==> src/rtl/sub_pkg.sv <==
// Shared types and helpers for the digit-serial subtractor.
//   state_t   : controller state encoding (IDLE, RUN, DONE)
//   cnt_width : digit counter width for a given digit count (minimum 1 bit)
package sub_pkg;

  typedef enum logic [1:0] {
    IDLE = 2'd0,
    RUN  = 2'd1,
    DONE = 2'd2
  } state_t;

  function automatic int unsigned cnt_width(input int unsigned ndig);
    return (ndig <= 32'd1) ? 32'd1 : 32'($clog2(ndig));
  endfunction

endpackage

==> src/rtl/sub_digit.sv <==
// Combinational DIGIT-bit ripple borrow subtractor: {bout, diff} = a - b - bin.
//   a, b  : DIGIT-bit operands
//   bin   : borrow-in
//   diff  : DIGIT-bit difference
//   bout  : borrow-out of the most significant bit
module sub_digit #(
  parameter int unsigned DIGIT = 4
) (
  input  logic [DIGIT-1:0] a,
  input  logic [DIGIT-1:0] b,
  input  logic             bin,
  output logic [DIGIT-1:0] diff,
  output logic             bout
);

  logic [DIGIT:0] brw;

  // Bit-level ripple borrow chain, LSB first.
  always_comb begin
    brw    = '0;
    diff   = '0;
    brw[0] = bin;
    for (int i = 0; i < int'(DIGIT); i++) begin
      diff[i]  = a[i] ^ b[i] ^ brw[i];
      brw[i+1] = (~a[i] & b[i]) | (~(a[i] ^ b[i]) & brw[i]);
    end
  end

  assign bout = brw[DIGIT];

endmodule

==> src/rtl/digit_serial_subtractor.sv <==
// Multi-cycle unsigned subtractor: diff = a - b - bin (mod 2^WIDTH), DIGIT bits
// per clock, LSB digit first, borrow carried between cycles in a register.
// Valid/ready handshake on both sides; all outputs are registered.
//   clk, rst            : clock (rising edge), asynchronous active-high reset
//   in_valid / in_ready : operand handshake (a, b, bin sampled on acceptance)
//   out_valid/out_ready : result handshake (diff, bout held stable in DONE)
// Build option: define SUB_SATURATE_EN to clamp diff to 0 whenever bout = 1.
module digit_serial_subtractor
  import sub_pkg::*;
#(
  parameter int unsigned WIDTH = 16,
  parameter int unsigned DIGIT = 4
) (
  input  logic             clk,
  input  logic             rst,
  input  logic             in_valid,
  output logic             in_ready,
  input  logic [WIDTH-1:0] a,
  input  logic [WIDTH-1:0] b,
  input  logic             bin,
  output logic             out_valid,
  input  logic             out_ready,
  output logic [WIDTH-1:0] diff,
  output logic             bout
);

  localparam int unsigned NDIG = (DIGIT == 0) ? 1 : WIDTH / DIGIT;
  localparam int unsigned CW   = cnt_width(NDIG);

  // Reject configurations that do not split into whole digits.
  generate
    if (DIGIT == 0 || WIDTH == 0 || (WIDTH % DIGIT) != 0) begin : g_bad_cfg
      $fatal(1, "digit_serial_subtractor: WIDTH must be a positive multiple of DIGIT");
    end
  endgenerate

  state_t            state_q, state_d;
  logic [WIDTH-1:0]  a_q, a_d;
  logic [WIDTH-1:0]  b_q, b_d;
  logic [WIDTH-1:0]  res_q, res_d;
  logic              brw_q, brw_d;
  logic [CW-1:0]     cnt_q, cnt_d;
  logic              in_ready_q, in_ready_d;
  logic              out_valid_q, out_valid_d;

  logic [DIGIT-1:0]       dig_diff;
  logic                   dig_bout;
  logic [WIDTH+DIGIT-1:0] res_cat;
  logic                   last_dig;

  // One digit slice, reused every RUN cycle on the low digit of the operands.
  sub_digit #(.DIGIT(DIGIT)) u_digit (
    .a    (a_q[DIGIT-1:0]),
    .b    (b_q[DIGIT-1:0]),
    .bin  (brw_q),
    .diff (dig_diff),
    .bout (dig_bout)
  );

  // New digit enters at the top; after NDIG shifts the result is aligned.
  assign res_cat  = {dig_diff, res_q};
  assign last_dig = (cnt_q == CW'(NDIG - 1));

  // Next-state and datapath update.
  always_comb begin
    state_d = state_q;
    a_d     = a_q;
    b_d     = b_q;
    res_d   = res_q;
    brw_d   = brw_q;
    cnt_d   = cnt_q;

    case (state_q)
      IDLE: begin
        if (in_valid && in_ready_q) begin
          a_d     = a;
          b_d     = b;
          brw_d   = bin;
          cnt_d   = '0;
          state_d = RUN;
        end
      end
      RUN: begin
        a_d   = a_q >> DIGIT;
        b_d   = b_q >> DIGIT;
        res_d = res_cat[WIDTH+DIGIT-1:DIGIT];
        brw_d = dig_bout;
        cnt_d = cnt_q + CW'(1);
        if (last_dig) begin
          state_d = DONE;
`ifdef SUB_SATURATE_EN
          // Clamp underflow to zero; the borrow is still reported.
          if (dig_bout) begin
            res_d = '0;
          end
`endif
        end
      end
      DONE: begin
        if (out_ready) begin
          state_d = IDLE;
        end
      end
      default: begin
        state_d = IDLE;
      end
    endcase

    in_ready_d  = (state_d == IDLE);
    out_valid_d = (state_d == DONE);
  end

  // State and datapath registers.
  always_ff @(posedge clk or posedge rst) begin
    if (rst) begin
      state_q     <= IDLE;
      a_q         <= '0;
      b_q         <= '0;
      res_q       <= '0;
      brw_q       <= 1'b0;
      cnt_q       <= '0;
      in_ready_q  <= 1'b1;
      out_valid_q <= 1'b0;
    end else begin
      state_q     <= state_d;
      a_q         <= a_d;
      b_q         <= b_d;
      res_q       <= res_d;
      brw_q       <= brw_d;
      cnt_q       <= cnt_d;
      in_ready_q  <= in_ready_d;
      out_valid_q <= out_valid_d;
    end
  end

  assign in_ready  = in_ready_q;
  assign out_valid = out_valid_q;
  assign diff      = res_q;
  assign bout      = brw_q;

endmodule

==> config.mk <==
export PLATFORM = sky130hd
export DESIGN_NAME = digit_serial_subtractor
export DESIGN_NICKNAME = d
export VERILOG_FILES = /design/src/rtl/sub_pkg.sv /design/src/rtl/sub_digit.sv /design/src/rtl/digit_serial_subtractor.sv
export SDC_FILE = /design/constraint.sdc
export NUM_CORES = 1
export LEC_CHECK = 0
export CORE_MARGIN = 4
export CORE_UTILIZATION = 30
export DETAILED_ROUTE_END_ITERATION = 8
export GPL_ROUTABILITY_DRIVEN = 0
export MAX_ROUTING_LAYER = met4
export PLACE_DENSITY = 0.62
export SYNTH_ARGS = -nofsm -noshare
export SYNTH_HDL_FRONTEND = slang
export SYNTH_SLANG_ARGS = --single-unit
export TNS_END_PERCENT = 20
==> constraint.sdc <==
create_clock -name clk -period 2.1 [get_ports clk]
set_input_delay 0.525 -clock clk [delete_from_list [all_inputs] [get_ports clk]]
set_output_delay 0.525 -clock clk [all_outputs]
set_load 0.02 [all_outputs]
==> metrics.md, run 1 <==
| Metric | Value |
|---|---|
| Sw frac | 0.371 |
| Worst hold stages | 1 |
| Layout fillers | 759 |
| Residual DRC | 0 |
| DR WL/cell | ~14 um |
| Die W | ~97 um |
| Endpoint class of the critical path | flop |
| Layout net count | approximately 310 |
| Leakage | 0.00146 uW |
| First-pass GRT wire length | about 8500 um |
| R2R setup slack | -0.005 ns |
| Final Routed Wirelength | between 5000 and 6000 um |
| Post-synth EDFFs | 0 |
| Most common cell after layout, fill and taps aside | clkdlybuf4s50_1 |
| Vias | ~1700 |
| Final ANT Viol Nets | 0 |
| Max_slew headroom | 0.520 |
| Final worst slack | -0.00469 ns |
| Violated checks | negative setup slack |
| Period utilisation layout | 1.00 |
| Post-synthesis sequential area ratio | 0.575 |
| Ratio of cells with drive above 1 in the final layout | 0.200 |
| CTS tree | yes |
| Status | finished, violations left |
| Post-Syn Area | approximately 2400 um2 |
| Overall Power | ~5000 uW |
| Crit Path Max Fanout | 2 |
| Clk_lat worst skew | approximately 0.31 ns |
| Worst vdd ir | 0.414 mV |
| Fin. Hold Viols | 0 |
| Worst flop-to-flop path startpoint | bout$_DFFE_PP0P_ |
| Syn avg cell area | approximately 11 um2 |
| TritonCTS Sinks | between 50 and 60 |
| Seq pwr share | 0.381 |
| Via-to-Cell Ratio | approximately 4.7 |
| Largest net degree at the start of global routing | 40 |
| Die Y | about 100 um |
| Primary FF master, synth | dfrtp_1 |
| Startpoint type of the worst setup path | flop |
| Drt first-iter violations | 105 |
| Htree depth | 2 |
| Synthesis Warnings | 0 |
| Core ar. | 7730 um2 |
| Hold path start | cnt_q[0]$_DFFE_PP0P_ |
| Worst Hold Endpoint | cnt_q[0]$_DFFE_PP0P_ |
| HP Class | flop to flop |
| Top-Level Pins | between 50 and 60 |
| Die ar. | around 9500 um2 |
| Most frequent cells in the layout | clkdlybuf4s50_1 (55), dfrtp_1 (53), nand2_1 (44) |
| Synthesized Nets | between 200 and 300 |
| Area of the multi-input gates | between 800 and 900 um2 |
| RSZ-0062 raised after global routing | true |
| Sw power | 1850 uW |
| DP HPWL | roughly 3600 um |
| Min Clock Period, post-route | between 2 and 2.5 ns |
| Leading post-synthesis cells by cell area | dfrtp_1 (56%), o221a_2 (7.1%), nand2_1 (6.9%) |
| GRT Util Overall | 0.113 |
| Worst-path clk slew | around 0.090 ns |
| Max cap viols | 0 |
| Initial Util | 0.310 |
| ANT cells | 0 |
| Root Buffer | clkbuf_8 |
| Post-Place Setup Slack | -0.0560 ns |
| Reg area | approximately 1400 um2 |
| FMAX | 0.475 GHz |
| Crit path kind | flop to flop |
| Worst Path Required | between 2 and 2.5 ns |
| Setup_tns | -0.00469 ns |
| Worst Skew | about 0.008 ns |
| Clock Power Share | 0.141 |
| Register bit count reported by yosys | 55 |
| CP arrival | roughly 2.3 ns |
| Global route total overflow | 0 |
| Core Rows | 32 |
| CTS Buffer Depth | 2 |
| Netlist cell types | 26 |
| Area Growth Syn to Fin | 34.1% |
| Post-layout util | 0.416 |
| Post-synth ARST share | 1.00 |
| Fin. max-slew vios | 0 |
| Cell Count Post-Placement | 362 |
| Port buffer count | 55 |
| Non-Filler Instances | around 370 |
| Synth area leader | dfrtp_1 |
| Power Density | about 1600 nW/um2 |
| Internal power | about 3100 uW |
| Cell count of the worst reg-to-reg path | 9 |
| CTS buffer count | 5 |
| Post-synth top area share | 0.564 |
| Vias in the first global route | ~1700 |
| Initial DRT Pass Iterations | 4 |
| Synth Instances | 210 |
| Slew @ Worst Pin | about 0.72 ns |
| Reg-to-Reg End | diff[15]$_DFFE_PP0P_ |
| Initial antenna violation count | 0 |
| Final setup viols | 1 |
| Comb pwr share | 0.478 |
## kinds of logic (layout without fill, tap and decap cells)
family,after synthesis,after routing,share of synthesized area
buffers and inverters,35,95,0.0752
AO/OA/AOI/OAI,43,43,0.171
flip-flops,55,55,0.575
AND/OR/NAND/NOR,72,72,0.140
adder cells (fa/ha/maj),5,5,0.0387
## worst max path at each step
stage / cells past startpoint / startpoint / end / slack (ns)
final: 9 / bout$_DFFE_PP0P_ / diff[15]$_DFFE_PP0P_ / -0.005
after global routing: 10 / bout$_DFFE_PP0P_ / bout$_DFFE_PP0P_ / -0.07
after CTS: 10 / bout$_DFFE_PP0P_ / bout$_DFFE_PP0P_ / -0.002
after detailed placement: 10 / bout$_DFFE_PP0P_ / bout$_DFFE_PP0P_ / -0.06
after global placement: 10 / bout$_DFFE_PP0P_ / bout$_DFFE_PP0P_ / 0.04
after floorplan: 10 / bout$_DFFE_PP0P_ / bout$_DFFE_PP0P_ / 0.03
## final cells by class
| type | count | share of cell area |
|---|---|---|
| Clock buffer | 5 | 0.0214 |
| Inverter | 22 | 0.0257 |
| Tap cell | 102 | 0.0397 |
| Timing Repair Buffer | 65 | 0.206 |
| Clock inverter | 3 | 0.0136 |
| Sequential cell | 55 | 0.429 |
| Multi-Input combinational cell | 120 | 0.264 |
## critical path, stage by stage, from the launching register on
cell and delay (ns):
dfrtp_2 0.42, inv_2 0.06, fa_1 0.17, inv_1 0.06, fa_2 0.33, fa_1 0.36, inv_1 0.08, fa_2 0.42
nand2_1 0.07, nand2_1 0.04
## cell usage after synthesis (4+ instances only)
| master | instances |
|---|---|
| dfrtp_1 | 54 |
| nand2_1 | 44 |
| inv_1 | 22 |
| nand2b_1 | 15 |
| o221a_2 | 15 |
| a22o_2 | 11 |
| nor2_1 | 8 |
| buf_2 | 6 |
| a222oi_1 | 5 |
| a221oi_1 | 4 |
| fa_1 | 4 |
| o21ai_0 | 4 |
## routing by layer
metal  part of all wire  vias to the layer above  wire length [um]  track usage
li1                   -                      831                 -            -
met1               0.47                      845              2420        0.151
met2               0.46                       54              2340        0.171
met3              0.060                        5               307       0.0337
met4              0.010                        0                53       0.0288
met5                  0                        -                 0            -
## power groups by stage
stage / Clock (uW) / Sequential (uW) / Combinational, uW
CTS: 738 / 1910 / 2440
floorplan: 0 / 2040 / 1500
global placement: 0 / 1910 / 2330
finish: 704 / 1900 / 2390
detailed placement: 0 / 1930 / 2390
global route: 768 / 1970 / 2650
## flip-flops by register name, indices dropped and copies added (netlist names)
register	cells
a_q	16
b_q	16
bout	1
cnt_q	2
diff	16
in_ready	1
out_valid	1
state_q	2
## timing repair
| item | CTS | global route |
|---|---|---|
| setup buffers | 2 | 0 |
| setup endpoints to repair | 1 | 2 |
| gates resized for setup | 3 | 0 |
| pin swaps | 2 | 2 |
| hold buffers | 0 | 0 |
| hold endpoints to repair | 0 | 0 |
## stage by stage
step	hold slack (ns)	instance area [um2]
6_report	0.479	3210
5_1_grt	0.494	3210
4_1_cts	0.481	3210
3_5_place_dp	0.464	3080
3_3_place_gp	0.457	3080
2_1_floorplan	0.446	2400
Power figures use the tool's default switching activity.
==> run 2: changes to the inputs <==
--- a/config.mk
+++ b/config.mk
@@ -10,7 +10,7 @@
 export DETAILED_ROUTE_END_ITERATION = 8
 export GPL_ROUTABILITY_DRIVEN = 0
 export MAX_ROUTING_LAYER = met4
-export PLACE_DENSITY = 0.62
+export PLACE_DENSITY = 0.63
 export SYNTH_ARGS = -nofsm -noshare
 export SYNTH_HDL_FRONTEND = slang
 export SYNTH_SLANG_ARGS = --single-unit
==> run 2 against run 1 <==
The flow now finishes without violations; sequential power barely moved; die area did not move; first-iteration DRC count fell by 3.8%; critical path depth did not move; core utilization fell by 0.13 points; hold slack improved by 0.00089 ns; final area fell by 0.31%; routed wire length fell by 1.5%; combinational power rose by 2%; global-route usage rose by 0.38 points; largest cell class unchanged.
==> metrics.md, run 2 (same netlist as run 1, synthesis figures left out) <==
| Metric | Value |
|---|---|
| Comb pwr share | 0.495 (+0.017) |
| Die ar. | 9480 um2 (unchanged) |
| ANT cells | 0 (unchanged) |
| Status | finished clean |
| Most frequent cells in the layout | clkdlybuf4s50_1 (55), dfrtp_1 (53), nand2_1 (44) |
| Setup crit start | bout$_DFFE_PP0P_ |
| Slew @ Worst Pin | 0.737 ns (+0.0177 ns) |
| Setup Fix Bufs, Post-CTS | 0 (-2) |
| CTS tree | yes |
| Min Clock Period, post-route | 2.07 ns (-0.0371 ns) |
| Period utilisation layout | 0.985 (-0.0177) |
| Hold path start | diff[1]$_DFFE_PP0P_ |
| Layout fillers | 748 (-1.4%) |
| Die W | 97.3 um (unchanged) |
| CP dominant cell by count | fa_2 |
| Crit Path Max Fanout | 2 (unchanged) |
| Ratio of cells with drive above 1 in the final layout | 0.210 (+0.00974) |
| Worst flop-to-flop path startpoint | bout$_DFFE_PP0P_ |
| Critical-path cell list | inv_2, fa_2, inv_2, fa_2, fa_2, inv_2, fa_2, nand2_1, nand2_1 |
| Crit path max-delay family | adder cells |
| Fin. Hold Viols | 0 (unchanged) |
| Sw frac | 0.373 (+0.00289) |
| Leakage | 0.00144 uW (-1.2%) |
| Core Rows | 32 (unchanged) |
| Residual DRC | 0 (unchanged) |
| Cell Count Post-Placement | 362 (unchanged) |
| Port buffer count | 55 (unchanged) |
| Max cap viols | 0 (unchanged) |
| Drt first-iter violations | 101 (-3.8%) |
| Via-to-Cell Ratio | 4.57 (-1.9%) |
| CTS Buffer Depth | 2 (unchanged) |
| Htree depth | 2 (unchanged) |
| Top-Level Pins | 56 (unchanged) |
| Initial Util | 0.310 (unchanged) |
| Worst Hold Endpoint | diff[1]$_DFFE_PP0P_ |
| Fin. max-slew vios | 0 (unchanged) |
| Final Routed Wirelength | 5040 um (-1.5%) |
| WP buf/inv | 3 (unchanged) |
| Sw power | 1840 uW (-0.77%) |
| DR WL/cell | 13.6 um (-0.72%) |
| First-pass GRT wire length | 8820 um (+3.6%) |
| Cell count of the worst reg-to-reg path | 9 (unchanged) |
| DP HPWL | 3630 um (about the same) |
| Worst vdd ir | 0.500 mV (+21%) |
| Worst Path Required | 2.30 ns (about the same) |
| Largest net degree at the start of global routing | 40 (unchanged) |
| Global route total overflow | 0 (unchanged) |
| Initial DRT Pass Iterations | 7 (+3) |
| Worst path max stage delay | 0.41 ns (about the same) |
| GRT Util Overall | 0.117 (+0.00379) |
| Power Density | 1540 nW/um2 (-1.2%) |
| Slowest stage cell, crit path | dfrtp_2 |
| Clock Power Share | 0.118 (-0.023) |
| RSZ-0062 raised after global routing | true |
| Most common cell after layout, fill and taps aside | clkdlybuf4s50_1 |
| Setup_tns | 0 ns (+0.00469 ns) |
| Die Y | 97.3 um (unchanged) |
| Startpoint type of the worst setup path | flop |
| Area Growth Syn to Fin | 33.7% |
| Endpoint class of the critical path | flop |
| Non-Filler Instances | 369 (-0.81%) |
| FMAX | 0.484 GHz (+1.8%) |
| Worst hold stages | 2 (+1) |
| CTS buffer count | 5 (unchanged) |
| R2R setup slack | 0.03 ns (+0.04 ns) |
| Seq pwr share | 0.386 (+0.005) |
| Vias in the first global route | 1822 (+5.3%) |
| Layout net count | 309 (-0.64%) |
| Max_slew headroom | 0.509 (-0.0118) |
| Worst Skew | 0.00402 ns (-0.00414 ns) |
| CP arrival | 2.27 ns (-0.03 ns) |
| Internal power | 3080 uW (-2.0%) |
| Core ar. | 7730 um2 (unchanged) |
| Final ANT Viol Nets | 0 (unchanged) |
| Initial antenna violation count | 0 (unchanged) |
| Reg-to-Reg End | diff[15]$_DFFE_PP0P_ |
| Final setup viols | 0 (-1) |
| Clk_lat worst skew | 0.30 ns (about the same) |
| HP Class | flop to flop |
| Vias | 1688 (-2.7%) |
| Crit path kind | flop to flop |
| Post-layout util | 0.414 (-0.00129) |
| Worst-path clk slew | 0.09 ns (about the same) |
| Root Buffer | clkbuf_8 |
| TritonCTS Sinks | 55 (unchanged) |
## run 2: cell type report
cell class	count	area, um2	share of cell area
Sequential cell	55	1380	0.431
Multi-Input combinational cell	120	852	0.266
Timing Repair Buffer	63	673	0.210
Tap cell	102	128	0.0399
Clock buffer	6	82.6	0.0258
Inverter	22	82.6	0.0258
Clock inverter	1	5.00	0.00156
## run 2: stage by stage
stage,cell area (um2),hold slack [ns],power [uW],setup WS (ns)
3_3_place_gp,3100,0.456,4300,0.0490
6_report,3200,0.480,4920,0.0324
5_1_grt,3200,0.505,5340,-0.0238
3_5_place_dp,3100,0.462,4370,-0.0712
2_1_floorplan,2400,0.446,3550,0.0294
4_1_cts,3200,0.484,4980,-0.0144
## run 2: worst max-delay path by stage
stage | to | slack (ns) | depth (start not counted)
5_1_grt | diff[15]$_DFFE_PP0P_ | -0.02 | 9
6_report | diff[15]$_DFFE_PP0P_ | 0.03 | 9
4_1_cts | bout$_DFFE_PP0P_ | -0.01 | 10
3_5_place_dp | bout$_DFFE_PP0P_ | -0.07 | 10
2_1_floorplan | bout$_DFFE_PP0P_ | 0.03 | 10
3_3_place_gp | bout$_DFFE_PP0P_ | 0.05 | 10
## run 2: per-layer routing
layer / routed length (um) / global-route usage / vias to the layer above
li1: - / - / 826
met1: 2360 / 0.155 / 802
met2: 2280 / 0.178 / 54
met3: 320 / 0.0337 / 6
met4: 72 / 0.0330 / 0
met5: 0 / - / -
## run 2: worst min-delay path, delay by kind of cell (launching register included)
family,cells,cell delay (ns)
DFF,1,0.35
and+or+nand+nor,2,0.10
## run 2: power groups by stage
stage                     registers (uW)  clock network [uW]  logic [uW]
after global placement              1910                   0        2390
after detailed placement            1930                   0        2440
after CTS                           1910                 600        2470
after floorplan                     2040                   0        1500
final                               1900                 582        2440
after global routing                1980                 655        2710
## run 2: what timing repair did
item                                    CTS  global route
hold buffers                              0             0
pin swaps                                 2             2
endpoints found under the setup margin    1             2
resized for setup                         3             5
